==> src/rtl/bcd_pkg.sv <==
// bcd_pkg: shared types and constants for the double-dabble BCD converter.
//   state_t        converter FSM states (IDLE, SHIFT, DONE)
//   BCD_ADJ_THRESH digit value at or above which the +3 correction applies
//   BCD_ADJ        correction added to a digit before each shift
package bcd_pkg;

    typedef enum logic [1:0] {
        IDLE  = 2'd0,
        SHIFT = 2'd1,
        DONE  = 2'd2
    } state_t;

    localparam logic [3:0] BCD_ADJ_THRESH = 4'd5;
    localparam logic [3:0] BCD_ADJ        = 4'd3;

endpackage

==> src/rtl/bcd_digit_adjust.sv <==
// bcd_digit_adjust: combinational double-dabble correction for one BCD digit.
// A digit of 5 or more would become 10 or more after the next doubling, so
// adding 3 first makes the shift carry correctly into the next digit.
// Ports:
//   digit_in   in   4   scratch digit before the shift
//   digit_out  out  4   digit_in + 3 when digit_in >= 5, else digit_in
module bcd_digit_adjust
    import bcd_pkg::*;
(
    input  logic [3:0] digit_in,
    output logic [3:0] digit_out
);

    assign digit_out = (digit_in >= BCD_ADJ_THRESH) ? (digit_in + BCD_ADJ) : digit_in;

endmodule

==> src/rtl/bcd_converter.sv <==
// bcd_converter: iterative double-dabble binary-to-BCD converter, one shift per clock.
// A value is accepted in IDLE via in_valid/in_ready, shifted WIDTH times, then the
// packed BCD result is registered and held until the next conversion completes.
// Ports:
//   CLOCK_50   in   1         system clock, all state on posedge
//   reset_n    in   1         asynchronous active-low reset
//   in_valid   in   1         bin_in is valid this cycle
//   in_ready   out  1         converter idle, will accept bin_in
//   bin_in     in   WIDTH     unsigned binary value
//   out_valid  out  1         one-cycle pulse: bcd_out just updated
//   bcd_out    out  4*DIGITS  packed BCD, digit 0 (ones) in [3:0]
//   blank_out  out  DIGITS    leading-zero blank mask
// Configuration macro: BCD_LEADING_BLANK_EN enables the registered blank_out mask;
// without it blank_out is tied to zero.
module bcd_converter
    import bcd_pkg::*;
#(
    parameter int WIDTH  = 12,
    parameter int DIGITS = 4
) (
    input  logic                  CLOCK_50,
    input  logic                  reset_n,
    input  logic                  in_valid,
    output logic                  in_ready,
    input  logic [WIDTH-1:0]      bin_in,
    output logic                  out_valid,
    output logic [4*DIGITS-1:0]   bcd_out,
    output logic [DIGITS-1:0]     blank_out
);

    localparam int CNT_W = $clog2(WIDTH + 1);
    localparam logic [CNT_W-1:0] LAST_SHIFT = CNT_W'(WIDTH - 1);

    // The largest input must fit in the digits provided; no saturation exists.
    generate
        if (10 ** DIGITS <= 2 ** WIDTH - 1) begin : g_param_check
            $error("bcd_converter: DIGITS too small to hold 2**WIDTH-1");
        end
    endgenerate

    state_t                state;
    state_t                state_next;
    logic [WIDTH-1:0]      bin_reg;
    logic [4*DIGITS-1:0]   scratch;
    logic [4*DIGITS-1:0]   scratch_adj;
    logic [4*DIGITS-1:0]   scratch_shifted;
    logic [CNT_W-1:0]      count;
    logic                  last_shift;

    // Every digit gets its +3 correction in parallel before the shift.
    generate
        for (genvar i = 0; i < DIGITS; i++) begin : g_adjust
            bcd_digit_adjust u_adjust (
                .digit_in  (scratch[4*i +: 4]),
                .digit_out (scratch_adj[4*i +: 4])
            );
        end
    endgenerate

    // {scratch,bin} shifted left by one: the binary MSB enters the ones digit.
    assign scratch_shifted = {scratch_adj[4*DIGITS-2:0], bin_reg[WIDTH-1]};
    assign last_shift      = (count == LAST_SHIFT);

    always_ff @(posedge CLOCK_50 or negedge reset_n) begin
        if (!reset_n) begin
            state <= IDLE;
        end else begin
            state <= state_next;
        end
    end

    always_comb begin
        state_next = state;
        in_ready   = 1'b0;
        out_valid  = 1'b0;
        case (state)
            IDLE: begin
                in_ready = 1'b1;
                if (in_valid) begin
                    state_next = SHIFT;
                end
            end
            SHIFT: begin
                if (last_shift) begin
                    state_next = DONE;
                end
            end
            DONE: begin
                out_valid  = 1'b1;
                state_next = IDLE;
            end
            default: begin
                state_next = IDLE;
            end
        endcase
    end

    // bcd_out is only written on the final shift, so partial results never show.
    always_ff @(posedge CLOCK_50 or negedge reset_n) begin
        if (!reset_n) begin
            bin_reg <= '0;
            scratch <= '0;
            count   <= '0;
            bcd_out <= '0;
        end else begin
            case (state)
                IDLE: begin
                    if (in_valid) begin
                        bin_reg <= bin_in;
                        scratch <= '0;
                        count   <= '0;
                    end
                end
                SHIFT: begin
                    scratch <= scratch_shifted;
                    bin_reg <= {bin_reg[WIDTH-2:0], 1'b0};
                    count   <= count + CNT_W'(1);
                    if (last_shift) begin
                        bcd_out <= scratch_shifted;
                    end
                end
                default: begin
                end
            endcase
        end
    end

`ifdef BCD_LEADING_BLANK_EN
    logic [DIGITS-1:0] blank_next;
    logic              higher_zero;
    logic [DIGITS-1:0] blank_reg;

    // Walk down from the top digit; the ones digit is never blanked so 0 shows "0".
    always_comb begin
        blank_next  = '0;
        higher_zero = 1'b1;
        for (int i = DIGITS - 1; i >= 1; i--) begin
            higher_zero   = higher_zero && (scratch_shifted[4*i +: 4] == 4'd0);
            blank_next[i] = higher_zero;
        end
    end

    always_ff @(posedge CLOCK_50 or negedge reset_n) begin
        if (!reset_n) begin
            blank_reg <= '0;
        end else if (state == SHIFT && last_shift) begin
            blank_reg <= blank_next;
        end
    end

    assign blank_out = blank_reg;
`else
    assign blank_out = '0;
`endif

endmodule
==> config.mk <==
export PLATFORM = sky130hd
export DESIGN_NAME = bcd_converter
export DESIGN_NICKNAME = d
export VERILOG_FILES = /design/src/rtl/bcd_pkg.sv /design/src/rtl/bcd_digit_adjust.sv /design/src/rtl/bcd_converter.sv
export SDC_FILE = /design/constraint.sdc
export NUM_CORES = 1
export LEC_CHECK = 0
export CORE_AREA = 10 10 80 82
export CTS_CLUSTER_SIZE = 24
export DETAILED_ROUTE_END_ITERATION = 10
export DIE_AREA = 0 0 90 92
export PLACE_DENSITY_LB_ADDON = 0.05
export SYNTH_ARGS = -nofsm -noshare
export SYNTH_HDL_FRONTEND = slang
export SYNTH_HIERARCHICAL = 1
export SYNTH_SLANG_ARGS = --single-unit
==> constraint.sdc <==
create_clock -name CLOCK_50 -period 1.9 [get_ports CLOCK_50]
set_input_delay 0.285 -clock CLOCK_50 [delete_from_list [all_inputs] [get_ports CLOCK_50]]
set_output_delay 0.285 -clock CLOCK_50 [all_outputs]
set_load 0.02 [all_outputs]
* After elaboration in Yosys (flattened, before gate mapping)
Index checks and enable logic that the tools add are counted.
** Storage, ports and cells
- Flip-flop bits (word level) :: 50
- Input bits :: 15
** Operators by class
- Equal/unequal tests :: 5
- Add/sub/neg operators :: 5
- $lt $le $gt $ge :: 4
- Reductions and logical operators :: 5
- Mux-type cells :: 15
** Operator list (number)
- case mux 16 bit (2 select lines) :: 1
- case mux 12 bit (2 select lines) :: 1
- greater-or-equal comparator 4 x 3 -> 1 bit (second input constant) :: 4
- two-way mux 16 bit :: 1
- two-way mux 4 bit :: 4
- adder 4 x 2 -> 4 bit (second input constant) :: 3
- two-way mux 12 bit :: 1
- case mux 4 bit (2 select lines) :: 1
- AND reduction 2 bit :: 3
- adder 4 x 1 -> 4 bit (second input constant) :: 1
- == test 4 bit (second input constant) :: 1
- two-way mux 2 bit :: 2
- inequality test 2 bit (second input constant) :: 2
- case mux 2 bit (2 select lines) :: 1
- adder 3 x 2 -> 3 bit (second input constant) :: 1
- two-way mux 3 bit :: 1
- == test 2 x 1 -> 1 bit (second input constant) :: 1
- == test 2 bit (second input constant) :: 1
- logical NOT 2 bit :: 1
- two-way mux 1 bit :: 2
- nonzero test 2 bit :: 1

* Longest topological paths before layout
Gate-level depths: netlist (run 1).
- Word-level depth :: 3
- Gate-level depth with buffers :: 6
- Depth with buffers taken out :: 6

* By module
Netlist (run 1), hierarchy kept.
** Modules (own cells, without submodules)
- bcd_converter :: times used 1, cells an instance 169, area an instance 2143.3 µm²
- bcd_digit_adjust :: times used 4, cells an instance 16, area an instance 101.3 µm²

* Worst setup path after synthesis (run 1)
Ideal clock, no wire load.
- Kind :: reg2reg
- From :: reg state[1]
- To :: reg bcd_out[10]
- Stages on the path, launching flop included :: 6
- Arrival time :: 1.447 ns
- Data required time :: 1.775 ns
- Library setup time :: 0.125 ns
- Path slack :: 0.328 ns
- Path through :: dfrtp_1 buf_6 nand2b_4 nor3_4 buf_12 mux2_4
** On the way
- Cells in the longest elaborated chain, start to end :: 2
** RTL lines
- from (decl) :: RTL line bcd_converter.sv:41 : state_t state;
- from (signal assigned) :: RTL line bcd_converter.sv:68 : state <= state_next;
- == test 2 x 1 -> 1 bit :: RTL line bcd_converter.sv:106 : case (state)
- AND reduction 2 bit (no line)
- to (signal assigned) :: RTL line bcd_converter.sv:119 : bcd_out <= scratch_shifted;
- to (decl) :: RTL line bcd_converter.sv:27 : output logic [4*DIGITS-1:0] bcd_out,
Every way passes these cells.
A chain may end at the register's enable or synchronous reset.

* Final worst setup path (run 1)
- From :: reg state[0]
- To :: out in_ready
** On the way
- Cells in the longest elaborated chain, start to end :: 2
** RTL lines
- logical NOT 2 bit :: RTL line bcd_converter.sv:76 : case (state)
- two-way mux 1 bit :: RTL line bcd_converter.sv:76
- to (decl) :: RTL line bcd_converter.sv:24 : output logic in_ready,
Every way passes these cells.

==> metrics, run 1 <==
outcome=finished clean; critical path buffer and inverter count=1; synthesized area=2530 µm²; WS Path Type=register to primary output; share of cells above drive strength 1=~17%; WL final=a little under 5000 µm; vias in the first global route=1,834; Final ANT Viol Nets=0; DIE WIDTH=90 µm; via-per-instance ratio=around 5.3; CP endpoint=in_ready; RR Startpoint=scratch[4]$_DFFE_PN0P_; # H-tree levels=2; Initial Util=between 50 and 60%; cell depth of the worst setup path=2; crit path launch=state[0]$_DFFE_PN0P_; antenna diode count=0; Worst EP arrival=1.53 ns; placed cell count=330; CTS buffer count=5; register-to-register setup slack=about 0.34 ns; drt pass-1 iters=5; DP Wirelength=approximately 3500 µm; first-pass GRT wire length=between 8000 and 9000 µm; GRT Overall Usage=12.3%; Post-CTS Setup Repair Bufs=0; PwrDens=between 1500 and 2000 nW/µm²; final global-route overflow total=0; post-layout util=62.1%; CP endpoint kind=primary output; Hold Path Class=primary input to async pin; WL/cell=~15 µm; Finish-stage setup viols=0; YS warnings=6; # rows=26; highest metal used=met4; Via Count=roughly 1.8k; Req. time, crit path=1.62 ns; post-route minimum period=around 1.8 ns; unrepaired setup endpoints after global routing=no; Core Footprint=4910 µm²; IO buf count=32; leakage power=between 1 and 1.5 nW; die height=between 90 and 100 µm; RePlAce Congestion=between 0.7 and 0.8; Ports=37; Syn Area/Cell=roughly 11 µm²; cells along the critical path=nor2_1, clkdlybuf4s50_1; Setup Skew=about 0.0066 ns; drt first-iter violations=96; clk sink count=50; Final Max Slew Viols=0; clk slew on worst S/H paths=roughly 0.090 ns; maxcap violations=0; initial antenna violation count=0; final worst-path cycle share=95.4%; worst-case clock buffer depth=2; R2R cell count=6; CTS tree=built; met2 routed wirelength=2210 µm; Max Fclk=552 MHz; final net count=292; setup tns final=0 ns; fillers=just over 400; r2r endpoint=bcd_out[6]$_DFFE_PN0P_; CTS root buffer=clkbuf_8; met3 wire length=between 200 and 250 µm; largest net degree at the start of global routing=32; cells after synthesis=~230; Worst-Skew Late Latency=roughly 0.30 ns; met1 wire length=about 2400 µm; startpoint types=register; Post-Layout Cell Count=approximately 340; CP peak stage delay=between 0.6 and 0.7 ns; crit-path max FO=9; family with the most delay on the worst path=buffers and inverters; synthesis-to-finish area growth=20.7%; VDD IR max=about 0.94 mV; Fin. Hold Viols=0; die area=about 8300 µm²; Worst path slowest cell=clkdlybuf4s50_1; DRC viols=0
==> worst min-delay path by stage <==
stage	endpoint	start	slack, ns	depth (start not counted)
floorplan	bcd_out[0]$_DFFE_PN0P_	reset_n	-0.01	0
global placement	scratch[6]$_DFFE_PN0P_	reset_n	0.27	1
detailed placement	scratch[6]$_DFFE_PN0P_	reset_n	0.27	1
CTS	scratch[6]$_DFFE_PN0P_	reset_n	0.48	2
global route	scratch[6]$_DFFE_PN0P_	reset_n	0.49	2
finish	scratch[6]$_DFFE_PN0P_	reset_n	0.47	2
==> cell usage in the layout, fill, tap and decap left out, drive strengths merged <==
cell	instances
a21oi	17
a22o	18
a22oi	10
and3b	1
buf	13
clkbuf	6
clkdlybuf4s50	30
clkinv	1
clkinvlp	1
conb	4
dfrtp	50
dlygate4sd3	1
dlymetal6s2s	1
ha	9
inv	8
mux2	17
mux2i	4
nand2	20
nand2b	8
nand3	3
nor2	7
nor2b	14
nor3	1
o21ai	19
o21bai	1
or3	1
xnor2	4
==> metrics by stage <==
stage / hold WS [ns] / setup WS, ns / power [mW] / cell area, µm²
floorplan: -0.0106 / 0.328 / 3.70 / 2540
global placement: 0.273 / 0.367 / 4.42 / 2940
detailed placement: 0.272 / 0.354 / 4.48 / 2940
CTS: 0.484 / 0.0271 / 5.14 / 3050
global route: 0.486 / 0.0156 / 5.53 / 3050
finish: 0.467 / 0.0883 / 5.08 / 3050
==> power breakdown <==
part,switching [mW],internal (mW),leakage (nW)
Clock,0.350,0.293,0.0472
Sequential,0.397,1.53,0.639
Combinational,1.20,1.31,0.705
Total,1.94,3.14,1.39
==> timing repair <==
| item | CTS | global route |
|---|---|---|
| hold buffers | 1 | 0 |
| endpoints found under the setup margin | 0 | 2 |
| hold endpoints to repair | 19 | 0 |
| resized for setup | 0 | 2 |
==> metal layers <==
metal	vias to the layer above	GRT usage (%)
met5	-	0
met4	0	3.18
met3	5	4.40
met2	34	19.5
met1	874	15.7
li1	867	-
==> cell type report <==
cell class              instances  area (µm²)  area share, %
clock buffers                   6        82.6           2.71
multi-input cells             158        1160           37.9
flip-flops and latches         50        1250           41.0
repair buffers                 45         430           14.1
clock inverters                 2        12.5          0.410
well taps                      70        87.6           2.87
inverters                       8        30.0          0.984
Note: power is estimated with default switching activity, not from simulation.
==> run 2: changes to the inputs <==
==> constraint.sdc (replaced) <==
create_clock -name CLOCK_50 -period 1.9 [get_ports CLOCK_50]
set_input_delay 0.285 -clock CLOCK_50 [delete_from_list [all_inputs] [get_ports CLOCK_50]]
set_output_delay 0.285 -clock CLOCK_50 [all_outputs]
set_load 0.1 [all_outputs]
==> run 2 against run 1 <==
Non-clock buffer count is 2 lower; maximum frequency is 8.1% higher; cell area is 0.70% higher; critical path depth is 3 higher; die area stayed put; global-route usage is 0.45 points higher; clock skew hardly changed; sequential share of layout area is 0.32 points lower; sequential cell count stayed put; core utilization is 0.43 points higher; via count is 1.5% lower.
==> metrics, run 2 (synthesized netlist as in run 1, its figures left out) <==
drt first-iter violations=89 (was 96); final net count=290 (was 292); first-pass GRT wire length=8940 µm (was 8670 µm); DRC viols=0 (unchanged); CTS root buffer=clkbuf_8 (unchanged); CP endpoint kind=register (was primary output); R2R cell count=5 (was 6); crit-path max FO=10 (was 9); largest net degree at the start of global routing=51 (was 32); die height=92 µm (unchanged); family with the most delay on the worst path=buffers and inverters (unchanged); worst hold margin=0.492 ns (was 0.467 ns); Max Fclk=597 MHz (was 552 MHz); antenna diode count=0 (unchanged); clk sink count=50 (unchanged); startpoint types=register (unchanged); setup tns final=0 ns (unchanged); clk slew on worst S/H paths=0.09 ns (about the same); WL final=4950 µm (was 4920 µm); commonest non-fill, non-tap cells in the layout=dfrtp_1 (50), buf_4 (25), nand2_1 (20) (was dfrtp_1 (49), clkdlybuf4s50_1 (30), nand2_1 (20)); # rows=26 (unchanged); initial antenna violation count=0 (unchanged); # H-tree levels=2 (unchanged); cell depth of the worst setup path=5 (was 2); Ports=37 (unchanged); vias in the first global route=1,889 (was 1,834); post-route minimum period=1.68 ns (was 1.81 ns); crit path launch=state[1]$_DFFE_PN0P_ (was state[0]$_DFFE_PN0P_); WL/cell=14.7 µm (was 14.5 µm); CP peak stage delay=0.43 ns (was 0.61 ns); Worst-Skew Late Latency=0.30 ns (about the same); Initial Util=51.5% (unchanged); unrepaired setup endpoints after global routing=no (unchanged); WS Path Type=register to register (was register to primary output); drt pass-1 iters=4 (was 5); Via Count=1,754 (was 1,780); RR Startpoint=state[1]$_DFFE_PN0P_ (was scratch[4]$_DFFE_PN0P_); worst-case clock buffer depth=2 (unchanged); r2r endpoint=bcd_out[15]$_DFFE_PN0P_ (was bcd_out[6]$_DFFE_PN0P_); Final Instance Area=3070 µm² (was 3050 µm²); Post-CTS Setup Repair Bufs=0 (unchanged); most common cell type on the critical path=buf_4; via-per-instance ratio=5.20 (was 5.25); most common cell after layout, fill and taps aside=dfrtp_1 (unchanged); outcome=finished clean (unchanged); Final Max Slew Viols=0 (unchanged); register-to-register setup slack=0.22 ns (was 0.34 ns); DP Wirelength=3360 µm (was 3550 µm); share of cells above drive strength 1=23.6% (was 16.7%); Req. time, crit path=2.10 ns (was 1.62 ns); final worst-path cycle share=88.2% (was 95.4%); Core Footprint=4910 µm² (unchanged); RePlAce Congestion=0.758 (was 0.749); Final ANT Viol Nets=0 (unchanged); Post-DP Area=2920 µm² (was 2940 µm²); IO buf count=32 (unchanged); Hold Path Class=primary input to async pin (unchanged); die area=8280 µm² (unchanged); Finish-stage setup viols=0 (unchanged); synthesis-to-finish area growth=21.5% (was 20.7%); Setup Skew=0.00640 ns (was 0.00661 ns); Fin. Hold Viols=0 (unchanged); Worst EP arrival=1.87 ns (was 1.53 ns); final global-route overflow total=0 (unchanged); CTS tree=built (unchanged); DIE WIDTH=90 µm (unchanged); critical path buffer and inverter count=2 (was 1); GRT Overall Usage=12.8% (was 12.3%); Worst path slowest cell=dfrtp_1 (was clkdlybuf4s50_1); maxcap violations=0 (unchanged); CP endpoint=bcd_out[15]$_DFFE_PN0P_ (was in_ready); Slew HR=a little under three fifths; Slew @ Worst Pin=around 0.67 ns; cells along the critical path=buf_4, nand2b_4, nor3_4, buf_4, mux2_2 (was nor2_1, clkdlybuf4s50_1); CTS buffer count=5 (unchanged)
-- run 2: changes by cell type in the layout (fill, tap and decap cells not counted), sizes merged --
cell	change
buf	+16
bufinv	+2
clkdlybuf4s50	-17
clkinvlp	-1
clkinv	-1
dlymetal6s2s	-1
-- run 2: final cells by class --
type	count	area, µm²
Sequential cell	50	1250
Multi-Input combinational cell	158	1170
Clock inverter	2	60.1
Clock buffer	6	82.6
Inverter	8	30.0
Tap cell	70	87.6
Fill cell	394	1840
Timing Repair Buffer	43	393
-- run 2: how the worst min path moves through the flow --
stage / to / slack (ns) / from / depth (start not counted)
global placement: scratch[6]$_DFFE_PN0P_ / 0.30 / reset_n / 2
finish: scratch[9]$_DFFE_PN0P_ / 0.49 / reset_n / 3
detailed placement: scratch[6]$_DFFE_PN0P_ / 0.30 / reset_n / 2
floorplan: bcd_out[0]$_DFFE_PN0P_ / -0.01 / reset_n / 0
global route: scratch[9]$_DFFE_PN0P_ / 0.51 / reset_n / 3
CTS: scratch[9]$_DFFE_PN0P_ / 0.51 / reset_n / 3
-- run 2: what timing repair did --
action | in CTS | in global routing
endpoints found under the hold margin | 50 | 0
hold buffers | 1 | 0
endpoints found under the setup margin | 0 | 3
gates resized for setup | 0 | 1
-- run 2: worst min-delay path, stage by stage --
cell and delay, ns:
dlygate4sd3_1 0.52, buf_2 0.12, buf_12 0.26
-- run 2: per-layer routing --
layer / global-route usage, % / up-vias / wire (µm)
met1: 15.8 / 849 / 2370
met3: 4.73 / 5 / 284
li1: - / 868 / -
met2: 19.7 / 32 / 2210
met5: 0 / - / 0
met4: 5.31 / 0 / 74
-- run 2: through the flow --
| step | setup WS (ns) | utilization [%] | cells |
|---|---|---|---|
| 2_1_floorplan | 0.00983 | - | 232 |
| 3_3_place_gp | 0.233 | 59.3 | 328 |
| 3_5_place_dp | 0.173 | 59.3 | 328 |
| 4_1_cts | 0.163 | 62.5 | 337 |
| 5_1_grt | 0.144 | 62.6 | 337 |
| 6_report | 0.225 | 62.6 | 337 |
Power of run 2 is left out: the tool's default activity adds up to more than one toggle a clock period on the data nets, which glitch-free logic cannot reach.
==> run 3: changes to the inputs <==
--- a/config.mk
+++ b/config.mk
@@ -9,6 +9,7 @@
 export CTS_CLUSTER_SIZE = 24
 export DETAILED_ROUTE_END_ITERATION = 10
 export DIE_AREA = 0 0 90 92
+export HOLD_SLACK_MARGIN = 0.08
 export PLACE_DENSITY_LB_ADDON = 0.05
 export SYNTH_ARGS = -nofsm -noshare
 export SYNTH_HDL_FRONTEND = slang
==> results of run 3 <==
The final DEF is identical to that of run 2; final timing and power are the same.
Power of run 3 is left out for the same reason.
